**config.mk**
```make
export PLATFORM = sky130hd
export DESIGN_NAME = led_cmd_rx
export DESIGN_NICKNAME = d
export VERILOG_FILES = /design/src/rtl/led_cmd_rx.sv
export SDC_FILE = /design/constraint.sdc
export NUM_CORES = 1
export LEC_CHECK = 0
export BUFFER_PORTS_ARGS = -buffer_cell sky130_fd_sc_hd__buf_2
export CORE_MARGIN = 4
export CORE_UTILIZATION = 55
export CTS_CLUSTER_DIAMETER = 50
export DETAILED_ROUTE_END_ITERATION = 12
export GPL_ROUTABILITY_DRIVEN = 0
export PLACE_DENSITY = 0.76
export SYNTH_ARGS = -nofsm -noshare
export SYNTH_HDL_FRONTEND = slang
export SYNTH_SLANG_ARGS = --single-unit
```
**constraint.sdc**
```tcl
create_clock -name clk -period 2.87 [get_ports clk]
set_input_delay 0.574 -clock clk [delete_from_list [all_inputs] [get_ports clk]]
set_output_delay 0.574 -clock clk [all_outputs]
set_load 0.1 [all_outputs]
```
**src/rtl/led_cmd_rx.sv**
```systemverilog
// UART command receiver: frames of A5, idx, val set per-LED brightness bytes.
// Define LED_CMD_CHECKSUM_EN to require a fourth byte chk == idx ^ val.
module led_cmd_rx #(
    parameter int CLK_FREQ    = 25_000_000,
    parameter int BAUD        = 115200,
    parameter int TIMEOUT_CYC = 2_500_000
) (
    input  logic        clk,
    input  logic        rst_n,
    input  logic        rx,
    output logic [63:0] bright,
    output logic        upd,
    output logic [3:0]  upd_idx,
    output logic        err
);

    localparam int DIV = CLK_FREQ / BAUD;
    localparam int CW  = $clog2(DIV + 1);
    localparam int TW  = $clog2(TIMEOUT_CYC + 1);
    localparam logic [CW-1:0] FULL_M1 = CW'(DIV - 1);
    localparam logic [CW-1:0] HALF_M1 = CW'(DIV / 2 - 1);
    localparam logic [TW-1:0] TMO_M1  = TW'(TIMEOUT_CYC - 1);

    typedef enum logic [1:0] {U_IDLE, U_START, U_DATA, U_STOP} ustate_e;
    typedef enum logic [1:0] {
        P_HDR, P_IDX, P_VAL
`ifdef LED_CMD_CHECKSUM_EN
        , P_CHK
`endif
    } pstate_e;

    logic [1:0]    sync_q, sync_d;
    logic [1:0]    warm_q, warm_d;
    logic          line_hi_q, line_hi_d;
    ustate_e       us_q, us_d;
    logic [CW-1:0] cnt_q, cnt_d;
    logic [2:0]    bit_q, bit_d;
    logic [7:0]    sh_q, sh_d;
    pstate_e       ps_q, ps_d;
    logic [7:0]    idx_q, idx_d;
    logic [TW-1:0] tmo_q, tmo_d;
    logic [63:0]   bright_q, bright_d;
    logic          upd_q, upd_d;
    logic [3:0]    upd_idx_q, upd_idx_d;
    logic          err_q, err_d;
`ifdef LED_CMD_CHECKSUM_EN
    logic [7:0]    val_q, val_d;
`endif

    logic       rx_s, warm_done, byte_vld, frm_err, done, idx_ok, frame_ok;
    logic [7:0] wval;

    assign rx_s      = sync_q[1];
    assign warm_done = (warm_q == 2'd2);
    assign idx_ok    = (idx_q[7:3] == 5'd0) || (idx_q == 8'hFF);

    // Line must be seen high (after the synchronizer holds real samples)
    // before a low level counts as a start bit.
    always_comb begin
        sync_d    = {sync_q[0], rx};
        warm_d    = warm_done ? warm_q : warm_q + 2'd1;
        line_hi_d = line_hi_q;
        us_d      = us_q;
        cnt_d     = cnt_q + CW'(1);
        bit_d     = bit_q;
        sh_d      = sh_q;
        byte_vld  = 1'b0;
        frm_err   = 1'b0;
        unique case (us_q)
            U_IDLE: begin
                cnt_d = '0;
                if (warm_done && rx_s) line_hi_d = 1'b1;
                if (line_hi_q && !rx_s) begin
                    us_d      = U_START;
                    line_hi_d = 1'b0;
                end
            end
            U_START: begin
                if (cnt_q == HALF_M1) begin
                    cnt_d = '0;
                    bit_d = '0;
                    us_d  = rx_s ? U_IDLE : U_DATA;
                end
            end
            U_DATA: begin
                if (cnt_q == FULL_M1) begin
                    cnt_d = '0;
                    sh_d  = {rx_s, sh_q[7:1]};
                    bit_d = bit_q + 3'd1;
                    if (bit_q == 3'd7) us_d = U_STOP;
                end
            end
            U_STOP: begin
                if (cnt_q == FULL_M1) begin
                    cnt_d    = '0;
                    us_d     = U_IDLE;
                    byte_vld = rx_s;
                    frm_err  = !rx_s;
                end
            end
            default: us_d = U_IDLE;
        endcase
    end

    always_comb begin
        ps_d      = ps_q;
        idx_d     = idx_q;
        tmo_d     = '0;
        bright_d  = bright_q;
        upd_d     = 1'b0;
        upd_idx_d = upd_idx_q;
        err_d     = 1'b0;
        done      = 1'b0;
        wval      = sh_q;
        frame_ok  = idx_ok;
`ifdef LED_CMD_CHECKSUM_EN
        val_d     = val_q;
`endif
        if (frm_err) begin
            ps_d  = P_HDR;
            err_d = 1'b1;
        end else begin
            unique case (ps_q)
                P_HDR: if (byte_vld && sh_q == 8'hA5) ps_d = P_IDX;
                P_IDX: begin
                    if (byte_vld) begin
                        idx_d = sh_q;
                        ps_d  = P_VAL;
                    end
                end
`ifdef LED_CMD_CHECKSUM_EN
                P_VAL: begin
                    if (byte_vld) begin
                        val_d = sh_q;
                        ps_d  = P_CHK;
                    end
                end
                P_CHK: begin
                    if (byte_vld) begin
                        done     = 1'b1;
                        wval     = val_q;
                        frame_ok = idx_ok && (sh_q == (idx_q ^ val_q));
                        ps_d     = P_HDR;
                    end
                end
`else
                P_VAL: begin
                    if (byte_vld) begin
                        done = 1'b1;
                        ps_d = P_HDR;
                    end
                end
`endif
                default: ps_d = P_HDR;
            endcase
            if (ps_q != P_HDR && !byte_vld) begin
                if (tmo_q == TMO_M1) begin
                    ps_d  = P_HDR;
                    err_d = 1'b1;
                end else begin
                    tmo_d = tmo_q + TW'(1);
                end
            end
        end
        if (done) begin
            if (!frame_ok) begin
                err_d = 1'b1;
            end else if (idx_q == 8'hFF) begin
                upd_d     = 1'b1;
                bright_d  = {8{wval}};
                upd_idx_d = 4'd8;
            end else begin
                upd_d     = 1'b1;
                bright_d[{idx_q[2:0], 3'b000} +: 8] = wval;
                upd_idx_d = {1'b0, idx_q[2:0]};
            end
        end
    end

    always_ff @(posedge clk or negedge rst_n) begin
        if (!rst_n) begin
            sync_q    <= 2'b11;
            warm_q    <= '0;
            line_hi_q <= 1'b0;
            us_q      <= U_IDLE;
            cnt_q     <= '0;
            bit_q     <= '0;
            sh_q      <= '0;
            ps_q      <= P_HDR;
            idx_q     <= '0;
            tmo_q     <= '0;
            bright_q  <= '0;
            upd_q     <= 1'b0;
            upd_idx_q <= '0;
            err_q     <= 1'b0;
`ifdef LED_CMD_CHECKSUM_EN
            val_q     <= '0;
`endif
        end else begin
            sync_q    <= sync_d;
            warm_q    <= warm_d;
            line_hi_q <= line_hi_d;
            us_q      <= us_d;
            cnt_q     <= cnt_d;
            bit_q     <= bit_d;
            sh_q      <= sh_d;
            ps_q      <= ps_d;
            idx_q     <= idx_d;
            tmo_q     <= tmo_d;
            bright_q  <= bright_d;
            upd_q     <= upd_d;
            upd_idx_q <= upd_idx_d;
            err_q     <= err_d;
`ifdef LED_CMD_CHECKSUM_EN
            val_q     <= val_d;
`endif
        end
    end

    assign bright  = bright_q;
    assign upd     = upd_q;
    assign upd_idx = upd_idx_q;
    assign err     = err_q;

endmodule

```
==> implementation parameters, run 1 <==
Parameter                              Value

Setup path
  Type of the worst setup path ... reg -> reg
  Critical-path top delay cell ... o21ai_0
  Worst-path cell chain ... inv_1 > ha_1 > ha_1 > nand2b_1 > o21ai_0 > nand2_8 > mux2_4
  End point of the critical path ... bright[49]
  Worst stage delay on the critical path ... 0.50 ns
  Sort of element at the start of the critical path ... flip-flop
  Slack of the worst reg-to-reg path ... about 0.52 ns
  Kind of end point of the critical path ... flip-flop
  Data required time at the worst endpoint ... 3.27 ns
  Terminus of the critical flop-to-flop path ... bright[49]
  Critical-path maximum fanout ... 8
  Launching element of the worst setup path ... idx_q[0]
  CP Data Arrival Time ... around 2.8 ns
  Cell depth of the worst flop-to-flop path ... 7
  Reg-to-reg critical path startpoint ... idx_q[0]
  Crit-path most repeated cell ... ha_1

Clock tree
  Post-cts gate resize count ... 0
  Worst skew pair latency ... 0.52 ns
  Total clock buffers created by CTS ... 17
  Worst-path clk slew ... 0.06 ns
  Clock buffer depth ... 2
  Clock sink total ... 128
  H-Tree Depth ... 4
  CTS tree ... yes
  Master cell of the clock root buffer ... clkbuf_8

Outcome
  Outcome ... finished clean

Yosys
  Yosys cell types ... between 50 and 60
  Average instance area after synthesis ... 12.4 um^2
  Synth Register Bits ... 128
  Number of warnings printed during yosys synthesis ... 0
  Sequential element share of the synthesized area ... a little under three fifths
  Netlist area before placement ... 5700 um^2
  Post-synth top flop ... dfrtp_1
  Number of synthesized flops with an enable pin ... 0
  Synthesized net count ... between 400 and 500
  Syn Inst Count ... 458
  FFs w/ async S/R, synth ... 100%

Global route
  Largest net degree at the start of global routing ... 66
  Antenna violations before repair ... 0
  First-pass GRT wire length ... 18800 um
  Via count of the first global-routing pass ... 3776
  GR Overflow Total ... 0
  Overall track demand over capacity in global routing ... 20.5%

Placement
  Placed Instances ... about 650
  Quantity of I/O buffers inserted on ports ... 72
  Placed wire-length estimate ... 7810 um

Floorplan
  Starting Density ... 57.5%
  Num ports ... 73
  Vertical die dimension ... between 100 and 150 um
  Number of placement rows ... 36
  Die X-Extent ... 110 um
  Core area ... between 9000 and 10000 um^2
  Die ar. ... 12000 um^2

Detailed routing
  Vias per std cell ... about 5.4
  Vias after detailed routing ... approximately 3700
  Number of search-and-repair iterations in the first detailed-routing pass ... 4
  DR DRC count ... 0
  Total wire length ... 11600 um
  Remaining number of nets flagged by the antenna check after routing ... 0
  WL/cell ... 16.9 um
  Number of DRC markers in iteration 0 ... 166

Finish
  Ant diodes ... 0
  Final instance count without filler cells ... between 600 and 700
  Area overhead of the layout relative to synthesis ... 18.8%
  Number of nets in the layout ... around 550
  Share of post-route cells with drive strength above 1 ... 36.3%

Timing
  Worst-Margin Slew ... 0.756 ns
  Maximum clock frequency ... 425 MHz
  Setup tns final ... 0 ns
  Unrepaired setup endpoints after global routing ... no
  Max-slew violation total from the final report ... 0
  Final hold violation count ... 0
  Layout Skew ... 0.00972 ns
  Total of endpoints with negative setup slack in the final report ... 0
  Final period demand of the worst path ... 2.35 ns
  Period utilisation layout ... 82.0%
  Normalized max-slew margin ... 49.2%

Power and ir drop
  Relative contribution of combinational cells to total power ... roughly 4%
  Clk pwr share ... 49.7%
  Maximum VDD drop ... 0.499 mV
  Power Internal ... 3.12 mW
  Leakage power ... 3.50 nW
  Switching power ... approximately 1.0 mW
  Switching Fraction ... about 24%
  Part of the total power dissipated in sequential elements ... 46.3%
  Total power per unit cell area ... 609 nW/um^2

Worst hold path
  Worst Hold Class ... in -> reg

Run
  Count of max-cap constraint violations ... 0
## synthesized netlist by cell type (2+ instances only)
cell      instances  area share (%)
nor4b_1           2            0.31
xnor2_1           9             1.4
nand4_1           7            0.77
nand2b_1          3            0.33
nand2_1          41             2.7
xor2_1           18             2.8
and2_1            2            0.22
clkbuf_1          5            0.33
mux2_4           16             4.2
buf_2             4            0.35
nor2_1           47             3.1
o21ai_2           5            0.77
nor2b_1          10             1.1
a31oi_1           2            0.22
nor4_1            3            0.33
dfstp_2           2            0.92
and4_1            2            0.31
mux2_2           55              11
ha_1              9             2.0
a31o_2            3            0.46
and3_1            8            0.88
buf_4             2            0.26
and2b_1           4            0.53
o21ai_0           8            0.70
dfrtp_1         126              55
nand2_8           2            0.70
nand4_4           2            0.75
nand3_1          17             1.5
inv_1            12            0.79
nor3_1            5            0.44
## power groups by stage
stage | combinational [mW] | sequential (mW) | clock (mW)
after floorplan | 0.106 | 1.93 | 0
after global placement | 0.162 | 1.93 | 0
after detailed placement | 0.169 | 1.94 | 0
after CTS | 0.170 | 1.91 | 2.08
after global routing | 0.188 | 1.91 | 2.17
final | 0.164 | 1.91 | 2.05
## worst min-delay path by stage
| stage | endpoint | start | cells after the start | slack (ns) |
|---|---|---|---|---|
| 2_1_floorplan | asynchronous set/reset pin | rst_n | 0 | 0.28 |
| 3_3_place_gp | sync_q[1] | sync_q[0] | 0 | 0.35 |
| 3_5_place_dp | sync_q[1] | sync_q[0] | 0 | 0.35 |
| 4_1_cts | sync_q[0] | rx | 1 | 0.14 |
| 5_1_grt | sync_q[0] | rx | 1 | 0.14 |
| 6_report | sync_q[0] | rx | 1 | 0.16 |
## state kept, by name (all words and copies together), names as in the netlist, named ones only
register / count
bit_q: 3
bright: 64
cnt_q: 8
err: 1
idx_q: 8
line_hi_q: 1
ps_q: 2
sh_q: 8
sync_q: 2
tmo_q: 22
upd: 1
upd_idx: 4
us_q: 1
warm_q: 2
## worst max-delay path: cells and delay by family, from the launching register on
family | cells | cell delay (ns)
fa+ha+maj | 2 | 0.54
buf+inv | 1 | 0.09
compound gates | 1 | 0.50
simple gates | 2 | 0.34
flops | 1 | 0.43
mux | 1 | 0.35
## final cells by class
cell class / instances / area (um^2)
Clock buffer: 18 / 428
Clock inverter: 14 / 144
Fill cell: 705 / 3140
Inverter: 12 / 45.0
Multi-Input combinational cell: 306 / 2370
Sequential cell: 128 / 3210
Tap cell: 133 / 166
Timing Repair Buffer: 76 / 408
## metal layers
layer	track usage [%]	vias up	routed length [um]	part of all wire [%]
met5	0	-	0	0
met4	8.19	0	186	1.6
met3	5.17	16	438	3.8
met2	32.0	62	5850	51
met1	27.6	1880	5100	44
li1	-	1769	-	-
## repair_timing
item | 4_1_cts | 5_1_grt
hold endpoints to repair | 30 | 0
setup buffers | 0 | 0
hold buffers | 1 | 0
## cells in the final DEF (no fill, tap or decap), types with 4 or more instances in the layout
cell        count
dfrtp_1       126
nor2_1         47
nand4_1         7
buf_2          71
clkinvlp_4      4
nor3_1          5
mux2_2         55
and3_1          8
inv_6           5
xor2_1         18
and2b_1         4
nand3_1        17
mux2_4         16
o21ai_2         5
o21ai_0         8
clkbuf_16      16
ha_1            9
inv_1          12
xnor2_1         9
nand2_1        41
nor2b_1        10
## metrics by stage
step | hold WS, ns | util (%) | area (um^2) | worst slack, ns | total power, mW
final | 0.157 | 68.3 | 6770 | 0.516 | 4.12
after global routing | 0.141 | 68.3 | 6770 | 0.397 | 4.27
after CTS | 0.139 | 68.3 | 6770 | 0.531 | 4.16
after detailed placement | 0.347 | 62.4 | 6190 | 0.571 | 2.11
after global placement | 0.347 | 62.4 | 6190 | 0.625 | 2.10
after floorplan | 0.278 | - | 5700 | 0.725 | 2.03
## cell families after synthesis
kind of cell,synth area share [%]
buf+inv,2.09
compound gates,3.76
fa+ha+maj,1.98
mux,15.3
flops,56.3
xor+xnor,4.15
simple gates,16.5
No activity file was read; power rests on OpenSTA's default activity.
==> inputs of run 2 (changes only) <==
- CORE_UTILIZATION: 55 -> 52
- clock period: 2.87 -> 2.1 ns (I/O delays scaled with it)
==> implementation parameters, run 2 (synthesized netlist as in run 1, its figures left out) <==
Parameter                              Value

Outcome
  Outcome ... finished clean

Finish
  Leading cell type in the layout, fill and taps excluded ... dfrtp_1
  Share of post-route cells with drive strength above 1 ... 39.7% (+3.4 points)
  Total area of multi-input combinational cells ... 2420 um^2 (+2.0%)
  Commonest cells after routing, fill and taps aside ... dfrtp_1 (126), buf_2 (71), mux2_2 (55), nor2_1 (47), nand2_1 (41)
  Largest register FFs ... 64 (unchanged)
  Fill cells ... 735 (+4.3%)
  Finished Cell Area ... 7180 um^2 (+6.1%)
  Number of nets in the layout ... 584 (+5.6%)
  Fraction of the core area covered by cells at the end of the flow ... 68.3% (about the same)
  Ant diodes ... 0 (unchanged)
  Footprint of the flip-flops and latches ... 3210 um^2 (unchanged)
  Area overhead of the layout relative to synthesis ... 26.0%
  Final instance count without filler cells ... 720 (+4.8%)

Global route
  First-pass GRT wire length ... 21100 um (+12%)
  Via count of the first global-routing pass ... 4181 (+11%)
  Antenna violations before repair ... 0 (unchanged)
  Overall track demand over capacity in global routing ... 20.9% (+0.41 points)
  Largest net degree at the start of global routing ... 60 (-9.1%)
  GR Overflow Total ... 0 (unchanged)

Detailed routing
  Number of DRC markers in iteration 0 ... 234 (+41%)
  Vias per std cell ... 5.39 (-0.56%)
  DR DRC count ... 0 (unchanged)
  Remaining number of nets flagged by the antenna check after routing ... 0 (unchanged)
  WL/cell ... 17.4 um (+3.4%)
  Number of search-and-repair iterations in the first detailed-routing pass ... 5 (+1)
  Total wire length ... 12500 um (+8.4%)
  Vias after detailed routing ... 3884 (+4.2%)

Timing
  Final period demand of the worst path ... 2.00 ns (-0.357 ns)
  Final hold violation count ... 0 (unchanged)
  Setup tns final ... 0 ns (unchanged)
  Normalized max-slew margin ... 66.2% (+17 points)
  Max-slew violation total from the final report ... 0 (unchanged)
  Hold slack ... 0.342 ns (+0.184 ns)
  Period utilisation layout ... 95.1% (+13 points)
  Total of endpoints with negative setup slack in the final report ... 0 (unchanged)
  Min setup slack post-route ... 0.103 ns (-0.413 ns)
  Worst-Margin Slew ... 0.510 ns (-0.245 ns)
  Layout Skew ... 0.00895 ns (-0.000763 ns)
  Maximum clock frequency ... 501 MHz (+18%)

Setup path
  CP Data Arrival Time ... 2.40 ns (-0.35 ns)
  Terminus of the critical flop-to-flop path ... idx_q[5]
  Slack of the worst reg-to-reg path ... 0.10 ns (-0.41 ns)
  Worst stage delay on the critical path ... 0.39 ns (-0.11 ns)
  Reg-to-reg critical path startpoint ... cnt_q[1]
  Critical-path maximum fanout ... 4 (-4)
  Type of the worst setup path ... reg -> reg
  Worst-path cell chain ... inv_1 > ha_1 > and3b_2 > nand3_2 > nor4b_4 > buf_4 > mux2_2
  Kind of end point of the critical path ... flip-flop
  Sort of element at the start of the critical path ... flip-flop
  Cell depth of the worst flop-to-flop path ... 7 (unchanged)
  Critical-path top delay cell ... dfrtp_1
  Data required time at the worst endpoint ... 2.50 ns (-0.77 ns)

Placement
  Total cell area at the placement stage ... 6390 um^2 (+3.4%)
  Worst setup timing slack at the placement stage ... 0.0181 ns (-0.553 ns)
  Quantity of I/O buffers inserted on ports ... 72 (unchanged)
  Placed Instances ... 681 (+4.1%)
  Placed wire-length estimate ... 8200 um (+4.9%)

Floorplan
  Starting Density ... 54.2% (-3.3 points)
  Vertical die dimension ... 113 um (+2.6%)
  Die X-Extent ... 113 um (+2.6%)
  Die ar. ... 12700 um^2 (+5.3%)
  Core area ... 10500 um^2 (+6.0%)
  Number of placement rows ... 37 (+2.8%)
  Num ports ... 73 (unchanged)

Clock tree
  H-Tree Depth ... 4 (unchanged)
  Worst skew pair latency ... 0.52 ns (about the same)
  Master cell of the clock root buffer ... clkbuf_8
  Clock sink total ... 128 (unchanged)
  CTS tree ... yes
  Clock buffer depth ... 2 (unchanged)
  Worst-path clk slew ... 0.06 ns (about the same)
  Total clock buffers created by CTS ... 17 (unchanged)

Power and ir drop
  Overall Power ... 6.23 mW (+51%)
  Power Internal ... 4.98 mW (+60%)
  Relative contribution of combinational cells to total power ... 4.7% (+0.7 points)
  Leakage power ... 3.73 nW (+6.5%)
  Maximum VDD drop ... 0.650 mV (+30%)
  Clk pwr share ... 53.7% (+4.0 points)
  Switching power ... 1.25 mW (+24%)
  Part of the total power dissipated in sequential elements ... 41.6% (-4.7 points)
  Total power per unit cell area ... 868 nW/um^2 (+42%)
  Switching Fraction ... 20.1% (-4.3 points)

Worst hold path
  Worst Hold Class ... in -> async

Run
  Count of max-cap constraint violations ... 0 (unchanged)
## run 2: per-layer routing
metal  vias up  global-route usage [%]  share of wire [%]
met5         -                       0                  0
met4         0                    8.65                1.4
met3        19                    4.42                4.8
met2        93                    34.5                 51
met1      1957                    26.7                 43
li1       1815                       -                  -
## run 2: layout make-up
class	count	area share, %
clock buffer	21	6.12
multi-input combinational	306	33.7
inverter	12	0.628
clock inverter	10	3.24
sequential	128	44.7
tap	136	2.37
timing repair buffer	107	9.31
## run 2: how the worst max path moves through the flow
stage / startpoint / to / slack (ns) / depth (start not counted)
finish: cnt_q[1] / idx_q[5] / 0.10 / 7
global route: cnt_q[1] / bright[5] / -0.006 / 9
CTS: cnt_q[1] / bright[25] / 0.01 / 8
detailed placement: cnt_q[1] / idx_q[7] / 0.02 / 6
global placement: cnt_q[1] / idx_q[6] / 0.09 / 6
floorplan: idx_q[0] / bright[32] / 0.03 / 7
## run 2: power groups by stage
| stage | clock [mW] | combinational (mW) | sequential (mW) |
|---|---|---|---|
| after detailed placement | 0 | 0.287 | 2.63 |
| after floorplan | 0 | 0.145 | 2.63 |
| after CTS | 3.40 | 0.298 | 2.59 |
| final | 3.34 | 0.292 | 2.59 |
| after global routing | 3.51 | 0.333 | 2.61 |
| after global placement | 0 | 0.276 | 2.63 |
## run 2: what timing repair did
action,CTS,global route
pin swaps,1,1
endpoints found under the hold margin,19,0
buffers inserted,3,3
endpoints found under the setup margin,5,66
cloned,0,0
resized for setup,0,11
hold buffers,2,0
## run 2: worst max-delay path, delay by kind of cell (launching register included)
kind / cells / cell delay (ns)
flops: 1 / 0.39
fa+ha+maj: 1 / 0.15
simple gates: 3 / 0.75
buf+inv: 2 / 0.27
mux: 1 / 0.34
